===== config.mk =====
export PLATFORM = sky130hd
export DESIGN_NAME = opcode_fetch_flat
export DESIGN_NICKNAME = d
export VERILOG_FILES = /design/src/rtl/cpu_pkg.sv /design/src/rtl/opcode_fetch_if.sv /design/src/rtl/int_edge_det.sv /design/src/rtl/opcode_fetch.sv /design/src/flat_wrapper.sv
export SDC_FILE = /design/constraint.sdc
export NUM_CORES = 1
export LEC_CHECK = 0
export CAP_MARGIN = 5
export CORE_MARGIN = 1
export CORE_UTILIZATION = 45
export CTS_CLUSTER_SIZE = 20
export DETAILED_ROUTE_END_ITERATION = 12
export GPL_TIMING_DRIVEN = 0
export HOLD_SLACK_MARGIN = 0.08
export PLACE_DENSITY = 0.88
export SLEW_MARGIN = 10
export SYNTH_ARGS = -nofsm -noshare
export SYNTH_HDL_FRONTEND = slang
export SYNTH_HIERARCHICAL = 1
export SYNTH_SLANG_ARGS = --single-unit
export TNS_END_PERCENT = 50

===== constraint.sdc =====
create_clock -name clk -period 3.3 [get_ports clk]
set_input_delay 0.66 -clock clk [delete_from_list [all_inputs] [get_ports clk]]
set_output_delay 0.66 -clock clk [all_outputs]
set_load 0.01 [all_outputs]

===== src/rtl/cpu_pkg.sv =====
// Shared CPU definitions: interrupt source codes, fetch FSM states and flag positions.
package cpu_pkg;

    typedef enum logic [1:0] {
        INT_NONE = 2'd0,
        INT_IRQ  = 2'd1,
        INT_NMI  = 2'd2,
        INT_RST  = 2'd3
    } int_src_e;

    typedef enum logic {
        RST_HOLD = 1'b0,
        RUN      = 1'b1
    } fetch_state_e;

    localparam logic [7:0] OP_BRK_CODE = 8'h00;
    localparam int unsigned FL_I = 2;

endpackage


===== src/rtl/opcode_fetch_if.sv =====
// Sequencer <-> opcode fetch stage bundle; master is the sequencer/bus side.
interface opcode_fetch_if;
    import cpu_pkg::*;

    logic        rdy;
    logic        sync;
    logic        op_lo_we;
    logic        op_hi_we;
    logic [7:0]  data_i;
    logic [7:0]  pstatus;
    logic        irq_n;
    logic        nmi_n;
    logic [7:0]  opcode;
    logic [15:0] operand;
    int_src_e    int_src;
    logic        inc_pc;
    logic        fetch_busy;

    modport master (
        output rdy, sync, op_lo_we, op_hi_we, data_i, pstatus, irq_n, nmi_n,
        input  opcode, operand, int_src, inc_pc, fetch_busy
    );

    modport slave (
        input  rdy, sync, op_lo_we, op_hi_we, data_i, pstatus, irq_n, nmi_n,
        output opcode, operand, int_src, inc_pc, fetch_busy
    );

endinterface


===== src/rtl/int_edge_det.sv =====
// Falling-edge detector with sticky pending flag; FETCH_INT_SYNC_EN adds a 2-flop synchroniser.
module int_edge_det (
    input  logic clk,
    input  logic rst_n,
    input  logic en,
    input  logic sig_n,
    input  logic clr,
    output logic pend
);

    logic level_n;
    logic prev_q;
    logic pend_q;

`ifdef FETCH_INT_SYNC_EN
    logic [1:0] sync_q;

    always_ff @(posedge clk or negedge rst_n) begin
        if (!rst_n) begin
            sync_q <= 2'b11;
        end else begin
            sync_q <= {sync_q[0], sig_n};
        end
    end

    assign level_n = sync_q[1];
`else
    assign level_n = sig_n;
`endif

    // Clear beats a simultaneous new edge: that edge is dropped.
    always_ff @(posedge clk or negedge rst_n) begin
        if (!rst_n) begin
            prev_q <= 1'b1;
            pend_q <= 1'b0;
        end else if (en) begin
            prev_q <= level_n;
            if (clr) begin
                pend_q <= 1'b0;
            end else if (prev_q && !level_n) begin
                pend_q <= 1'b1;
            end
        end
    end

    assign pend = pend_q;

endmodule


===== src/rtl/opcode_fetch.sv =====
// Instruction register with RESET/NMI/IRQ BRK injection and operand latches.
// FETCH_INT_SYNC_EN: synchronise irq_n/nmi_n through 2 flops before use.
module opcode_fetch
    import cpu_pkg::*;
#(
    parameter int unsigned RST_VEC_CYCLES = 2,
    parameter int unsigned FL_I_BIT       = FL_I
) (
    input logic           clk,
    input logic           rst_n,
    opcode_fetch_if.slave bus
);

    fetch_state_e state_q, state_d;
    logic [7:0]   rst_hold_q, rst_hold_d;
    logic [7:0]   opcode_q, opcode_d;
    logic [15:0]  operand_q, operand_d;
    int_src_e     int_src_q, int_src_d;
    logic         rst_pend_q, rst_pend_d;
    logic         nmi_pend;
    logic         nmi_clr;
    logic         irq_n_s;
    logic         irq_act;
    logic         inc_pc;

`ifdef FETCH_INT_SYNC_EN
    logic [1:0] irq_sync_q;

    always_ff @(posedge clk or negedge rst_n) begin
        if (!rst_n) begin
            irq_sync_q <= 2'b11;
        end else begin
            irq_sync_q <= {irq_sync_q[0], bus.irq_n};
        end
    end

    assign irq_n_s = irq_sync_q[1];
`else
    assign irq_n_s = bus.irq_n;
`endif

    assign irq_act = !irq_n_s && !bus.pstatus[FL_I_BIT];

    int_edge_det u_nmi_det (
        .clk   (clk),
        .rst_n (rst_n),
        .en    (bus.rdy),
        .sig_n (bus.nmi_n),
        .clr   (nmi_clr),
        .pend  (nmi_pend)
    );

    always_comb begin
        state_d    = state_q;
        rst_hold_d = rst_hold_q;
        opcode_d   = opcode_q;
        operand_d  = operand_q;
        int_src_d  = int_src_q;
        rst_pend_d = rst_pend_q;
        nmi_clr    = 1'b0;
        inc_pc     = 1'b0;

        if (bus.rdy) begin
            unique case (state_q)
                RST_HOLD: begin
                    if (rst_hold_q != 8'd0) begin
                        rst_hold_d = rst_hold_q - 8'd1;
                    end
                    // Leave as the count reaches zero so the next cycle can fetch.
                    if (rst_hold_q <= 8'd1) begin
                        state_d = RUN;
                    end
                end
                RUN: begin
                    if (bus.sync) begin
                        operand_d = 16'h0000;
                        opcode_d  = OP_BRK_CODE;
                        if (rst_pend_q) begin
                            int_src_d  = INT_RST;
                            rst_pend_d = 1'b0;
                        end else if (nmi_pend) begin
                            int_src_d = INT_NMI;
                            nmi_clr   = 1'b1;
                        end else if (irq_act) begin
                            int_src_d = INT_IRQ;
                        end else begin
                            opcode_d  = bus.data_i;
                            int_src_d = INT_NONE;
                            inc_pc    = 1'b1;
                        end
                    end
                end
                default: ;
            endcase

            // An operand write coinciding with sync is illegal; sync takes precedence.
            if (!bus.sync) begin
                if (bus.op_lo_we) begin
                    operand_d[7:0] = bus.data_i;
                end
                if (bus.op_hi_we) begin
                    operand_d[15:8] = bus.data_i;
                end
            end
        end
    end

    always_ff @(posedge clk or negedge rst_n) begin
        if (!rst_n) begin
            state_q    <= RST_HOLD;
            rst_hold_q <= 8'(RST_VEC_CYCLES);
            opcode_q   <= OP_BRK_CODE;
            operand_q  <= 16'h0000;
            int_src_q  <= INT_RST;
            rst_pend_q <= 1'b1;
        end else begin
            state_q    <= state_d;
            rst_hold_q <= rst_hold_d;
            opcode_q   <= opcode_d;
            operand_q  <= operand_d;
            int_src_q  <= int_src_d;
            rst_pend_q <= rst_pend_d;
        end
    end

    assign bus.opcode     = opcode_q;
    assign bus.operand    = operand_q;
    assign bus.int_src    = int_src_q;
    assign bus.inc_pc     = inc_pc;
    assign bus.fetch_busy = (state_q == RST_HOLD);

endmodule


===== src/flat_wrapper.sv =====
// flat-port wrapper written by rule: the top's interface ports become plain ports
module opcode_fetch_flat import cpu_pkg::*;
#(
    parameter int unsigned RST_VEC_CYCLES = 2,
    parameter int unsigned FL_I_BIT       = FL_I
)
  (clk, rst_n, bus_rdy, bus_sync, bus_op_lo_we, bus_op_hi_we, bus_data_i, bus_pstatus, bus_irq_n, bus_nmi_n, bus_opcode, bus_operand, bus_int_src, bus_inc_pc, bus_fetch_busy);
  opcode_fetch_if bus_i ();
  input logic clk;
  input logic rst_n;
  input wire logic [$bits(bus_i.rdy)-1:0] bus_rdy;
  input wire logic [$bits(bus_i.sync)-1:0] bus_sync;
  input wire logic [$bits(bus_i.op_lo_we)-1:0] bus_op_lo_we;
  input wire logic [$bits(bus_i.op_hi_we)-1:0] bus_op_hi_we;
  input wire logic [$bits(bus_i.data_i)-1:0] bus_data_i;
  input wire logic [$bits(bus_i.pstatus)-1:0] bus_pstatus;
  input wire logic [$bits(bus_i.irq_n)-1:0] bus_irq_n;
  input wire logic [$bits(bus_i.nmi_n)-1:0] bus_nmi_n;
  output wire logic [$bits(bus_i.opcode)-1:0] bus_opcode;
  output wire logic [$bits(bus_i.operand)-1:0] bus_operand;
  output wire logic [$bits(bus_i.int_src)-1:0] bus_int_src;
  output wire logic [$bits(bus_i.inc_pc)-1:0] bus_inc_pc;
  output wire logic [$bits(bus_i.fetch_busy)-1:0] bus_fetch_busy;
  assign bus_i.rdy = bus_rdy;
  assign bus_i.sync = bus_sync;
  assign bus_i.op_lo_we = bus_op_lo_we;
  assign bus_i.op_hi_we = bus_op_hi_we;
  assign bus_i.data_i = bus_data_i;
  assign bus_i.pstatus = bus_pstatus;
  assign bus_i.irq_n = bus_irq_n;
  assign bus_i.nmi_n = bus_nmi_n;
  assign bus_opcode = bus_i.opcode;
  assign bus_operand = bus_i.operand;
  assign bus_int_src = bus_i.int_src;
  assign bus_inc_pc = bus_i.inc_pc;
  assign bus_fetch_busy = bus_i.fetch_busy;
  opcode_fetch #(.RST_VEC_CYCLES(RST_VEC_CYCLES), .FL_I_BIT(FL_I_BIT)) u_core (.clk(clk), .rst_n(rst_n), .bus(bus_i));
endmodule

==> flow_metrics.tcl <==
set metrics [dict create \
    netlist.area_leader.share_pct 46.7 \
    rr_startpoint "u_core/rst_hold_q[0]" \
    core-area_mm2 0.00372 \
    crit_path_max_fanout 7 \
    htree_levels 2 \
    std_cell_rows 22 \
    cts.sinks 38 \
    setup_ws_ps 198 \
    ant_nets 0 \
    vias 1460 \
    p_leak_uw 0.000998 \
    syn_avg_cell_area_um2 11.5 \
    end_kind "output port" \
    cellInternalPower_uw 819 \
    final-seq-area_um2 957 \
    min_period_over_period_pct 94.0 \
    routedWlPerCell_um 16.3 \
    clk_pin_slew_ps 80 \
    rsz0062_at_grt "no" \
    synth.area.top_cells "dfrtp_1 47%, o2bb2ai_1 7.9%, dfstp_2 7.4%, a31oi_1 5.7%, nor2b_1 5.7%" \
    cpMaxStageDelayCell "clkdlybuf4s50_1" \
    yosys.cell_count.top_type "dfrtp_1" \
    dieArea_mm2 0.00419 \
    synth_edf_count 0 \
    met2_usage_pct 34.9 \
    synthesis.instances 154 \
    vias_per_cell 5.73 \
    pwr-share-clk_pct 29.6 \
    worst_pin_slew_ps 694 \
    yosysWarnings 6 \
    irDropWorstVdd_mv 0.282 \
    crit_buf_inv 2 \
    hpwl_um 2960 \
    critPathMaxStageDelay_ps 630 \
    start_util_pct 47.6 \
    cp_cell_sequence "clkdlybuf4s50_1 > nand3_2 > nor4_4 > clkdlybuf4s50_1" \
    path_class "in -> out" \
    first_global_vias 1414 \
    drc 0 \
    io_buffers 43 \
    io_pins 52 \
    syn-num-nets 181 \
    max-clock-path-buffers 2 \
    crit_path_start "bus_rdy" \
    status "finished clean" \
    synth_top_area_cell "dfrtp_1" \
    fp.dieH_um 64.7 \
    antenna_found_initial 0 \
    finalClockSkew_ps 6.45 \
    first_pass_iters 4 \
    die_x_um 64.7 \
    ys_seq_area_share_pct 54.1 \
    nNetsFinal 233 \
    tns_ps 0 \
    worst-path-stages 4 \
    relSlewSlack_pct 53.3 \
    switching_share_pct 26.6 \
    async_flop_share_pct 100 \
    hold_violations 0 \
    fill_cells 297 \
    use_met3_pct 6.16 \
    wl_um 4150 \
    synthTopCellsByCount "33 x dfrtp_1, 16 x a31oi_1, 16 x nor2b_1, 16 x o2bb2ai_1, 8 x a22o_1" \
    rr_worst_depth 5 \
    combPwrFrac_pct 21.1 \
    min_period_ps 3100 \
    cpMostUsedCell "clkdlybuf4s50_1" \
    cellPowerDensity_mw_per_mm2 468 \
    critPathLaunchType "input pin" \
    grt_pass1_wl_um 6950 \
    drv_slew 0 \
    fmax_mhz 322 \
    max_cap_viol_count 0 \
    top_usage_layer "met2" \
    clock-root-buffer "clkbuf_8" \
    pre_cts_slack_ps -116 \
    syn_area_mm2 0.00177 \
    multi_input_area_um2 762 \
    grt_max_degree 23 \
    synth_cell_types 35 \
    r2r_end "u_core/rst_hold_q[4]" \
    crit_arrival_ps 2440 \
    areaGrowthSynthToFinish_pct 34.9 \
    drive_gt1_share_pct 12.1 \
    numCtsBuffers 5 \
    min_path_type "in -> async" \
    grt_overflow 0 \
    clock_latency_ps 290 \
    setup_violations 0 \
    drt_iter0_markers 127 \
    antennaDiodeCount 0 \
    met1_usage_pct 29.2 \
    crit_family "buffers and inverters" \
    ff2ff_setup_slack_ps 1500 \
    p_sw_uw 297 \
    synth_seq_cells 38 \
    synthFlopType "dfrtp_1" \
    globalplace.congestion 0.774 \
    cts_tree "built" \
    cp-endpoint "bus_inc_pc" \
    p_seq_share_pct 49.3 \
    grt.total_usage_pct 22.1 \
    critPathRequiredTime_ps 2640 \
]
state kept, by name, summed over array words and instances, names as in the netlist:
name                     count
u_core/u_nmi_det/prev_q      1
u_core/rst_pend_q            1
u_core/rst_hold_q            8
u_core/bus.opcode            8
u_core/bus.operand          16
u_core/bus.int_src           2
u_core/u_nmi_det/pend        1
u_core/state_q               1
routing by layer:
metal	wire (µm)	part of all wire, %
met2	2020	49
met1	1900	46
met3	180	4.3
met4	40	0.96
met5	0	0
through the flow:
| stage | util [%] | hold slack, ps | total power (µW) | instance area (µm²) | cells |
|---|---|---|---|---|---|
| after floorplan | - | 364 | 652 | 1770 | 154 |
| after detailed placement | 61.4 | 478 | 793 | 2280 | 246 |
| final | 64.2 | 296 | 1120 | 2390 | 255 |
| after global routing | 64.2 | 324 | 1170 | 2390 | 255 |
| after global placement | 60.8 | 465 | 782 | 2260 | 245 |
| after CTS | 64.1 | 312 | 1120 | 2380 | 255 |
power by group through the flow:
stage | Combinational (µW) | Sequential, µW | Clock, µW
after detailed placement | 233 | 559 | 0
after floorplan | 80.6 | 571 | 0
after global routing | 254 | 556 | 359
after global placement | 225 | 557 | 0
after CTS | 236 | 551 | 330
final | 235 | 551 | 331
worst reg2reg max path: cells and delay by family, from the launching register on:
kind	cells	cell delay [ps]
AND/OR/NAND/NOR	1	500
adder cells (fa/ha/maj)	1	210
multiplexers	1	290
flip-flops	1	410
AO/OA/AOI/OAI	1	150
buffers and inverters	1	120
logic make-up (layout without fill, tap and decap cells):
kind of cell    Yosys count  after routing  synth area share [%]
simple gates             39             39                  14.2
mux                       5              5                  3.11
buf+inv                  13             66                  3.11
xor+xnor                  3              3                  1.49
flops                    38             38                  54.1
fa+ha+maj                 3              3                  2.12
compound gates           53             53                  21.9
worst min-delay path by stage:
stage	to	slack [ps]	depth (start not counted)
2_1_floorplan	u_core/bus.opcode[0]	360	0
3_3_place_gp	u_core/bus.int_src[1]	470	2
3_5_place_dp	u_core/bus.int_src[1]	480	2
4_1_cts	u_core/rst_hold_q[0]	310	1
5_1_grt	u_core/rst_hold_q[0]	320	1
6_report	u_core/rst_hold_q[0]	300	1
area by class of cell:
class / count / share of cell area, %
timing repair buffer: 45 / 19.3
tap: 48 / 2.52
multi-input combinational: 103 / 31.9
clock inverter: 1 / 0.210
inverter: 5 / 0.787
sequential: 38 / 40.1
buffer: 8 / 1.52
clock buffer: 7 / 3.62
placed cells by master (no fill, tap or decap), types with 2 or more instances in the layout:
master and instances:
buf_2 3, buf_4 2, dfrtp_1 33, nor2b_1 16, dfstp_2 5, inv_1 5, clkdlybuf4s50_1 42, o2bb2ai_1 16
nor3_1 3, nor4_1 2, nor2_1 5, ha_1 3, nand2b_1 2, clkbuf_1 6, nor3b_1 2, xor2_1 2
nand2_1 2, mux2_2 4, a31oi_1 16, o21ai_0 5, a22o_1 8, a21oi_1 3, clkbuf_8 6
what timing repair did:
action                                  in CTS  in global routing
endpoints found under the setup margin       1                  1
hold buffers                                 0                  0
pin swaps                                    1                  0
setup buffers                                1                  0
resized for setup                            0                  1
Note: power is estimated with default switching activity, not from simulation.
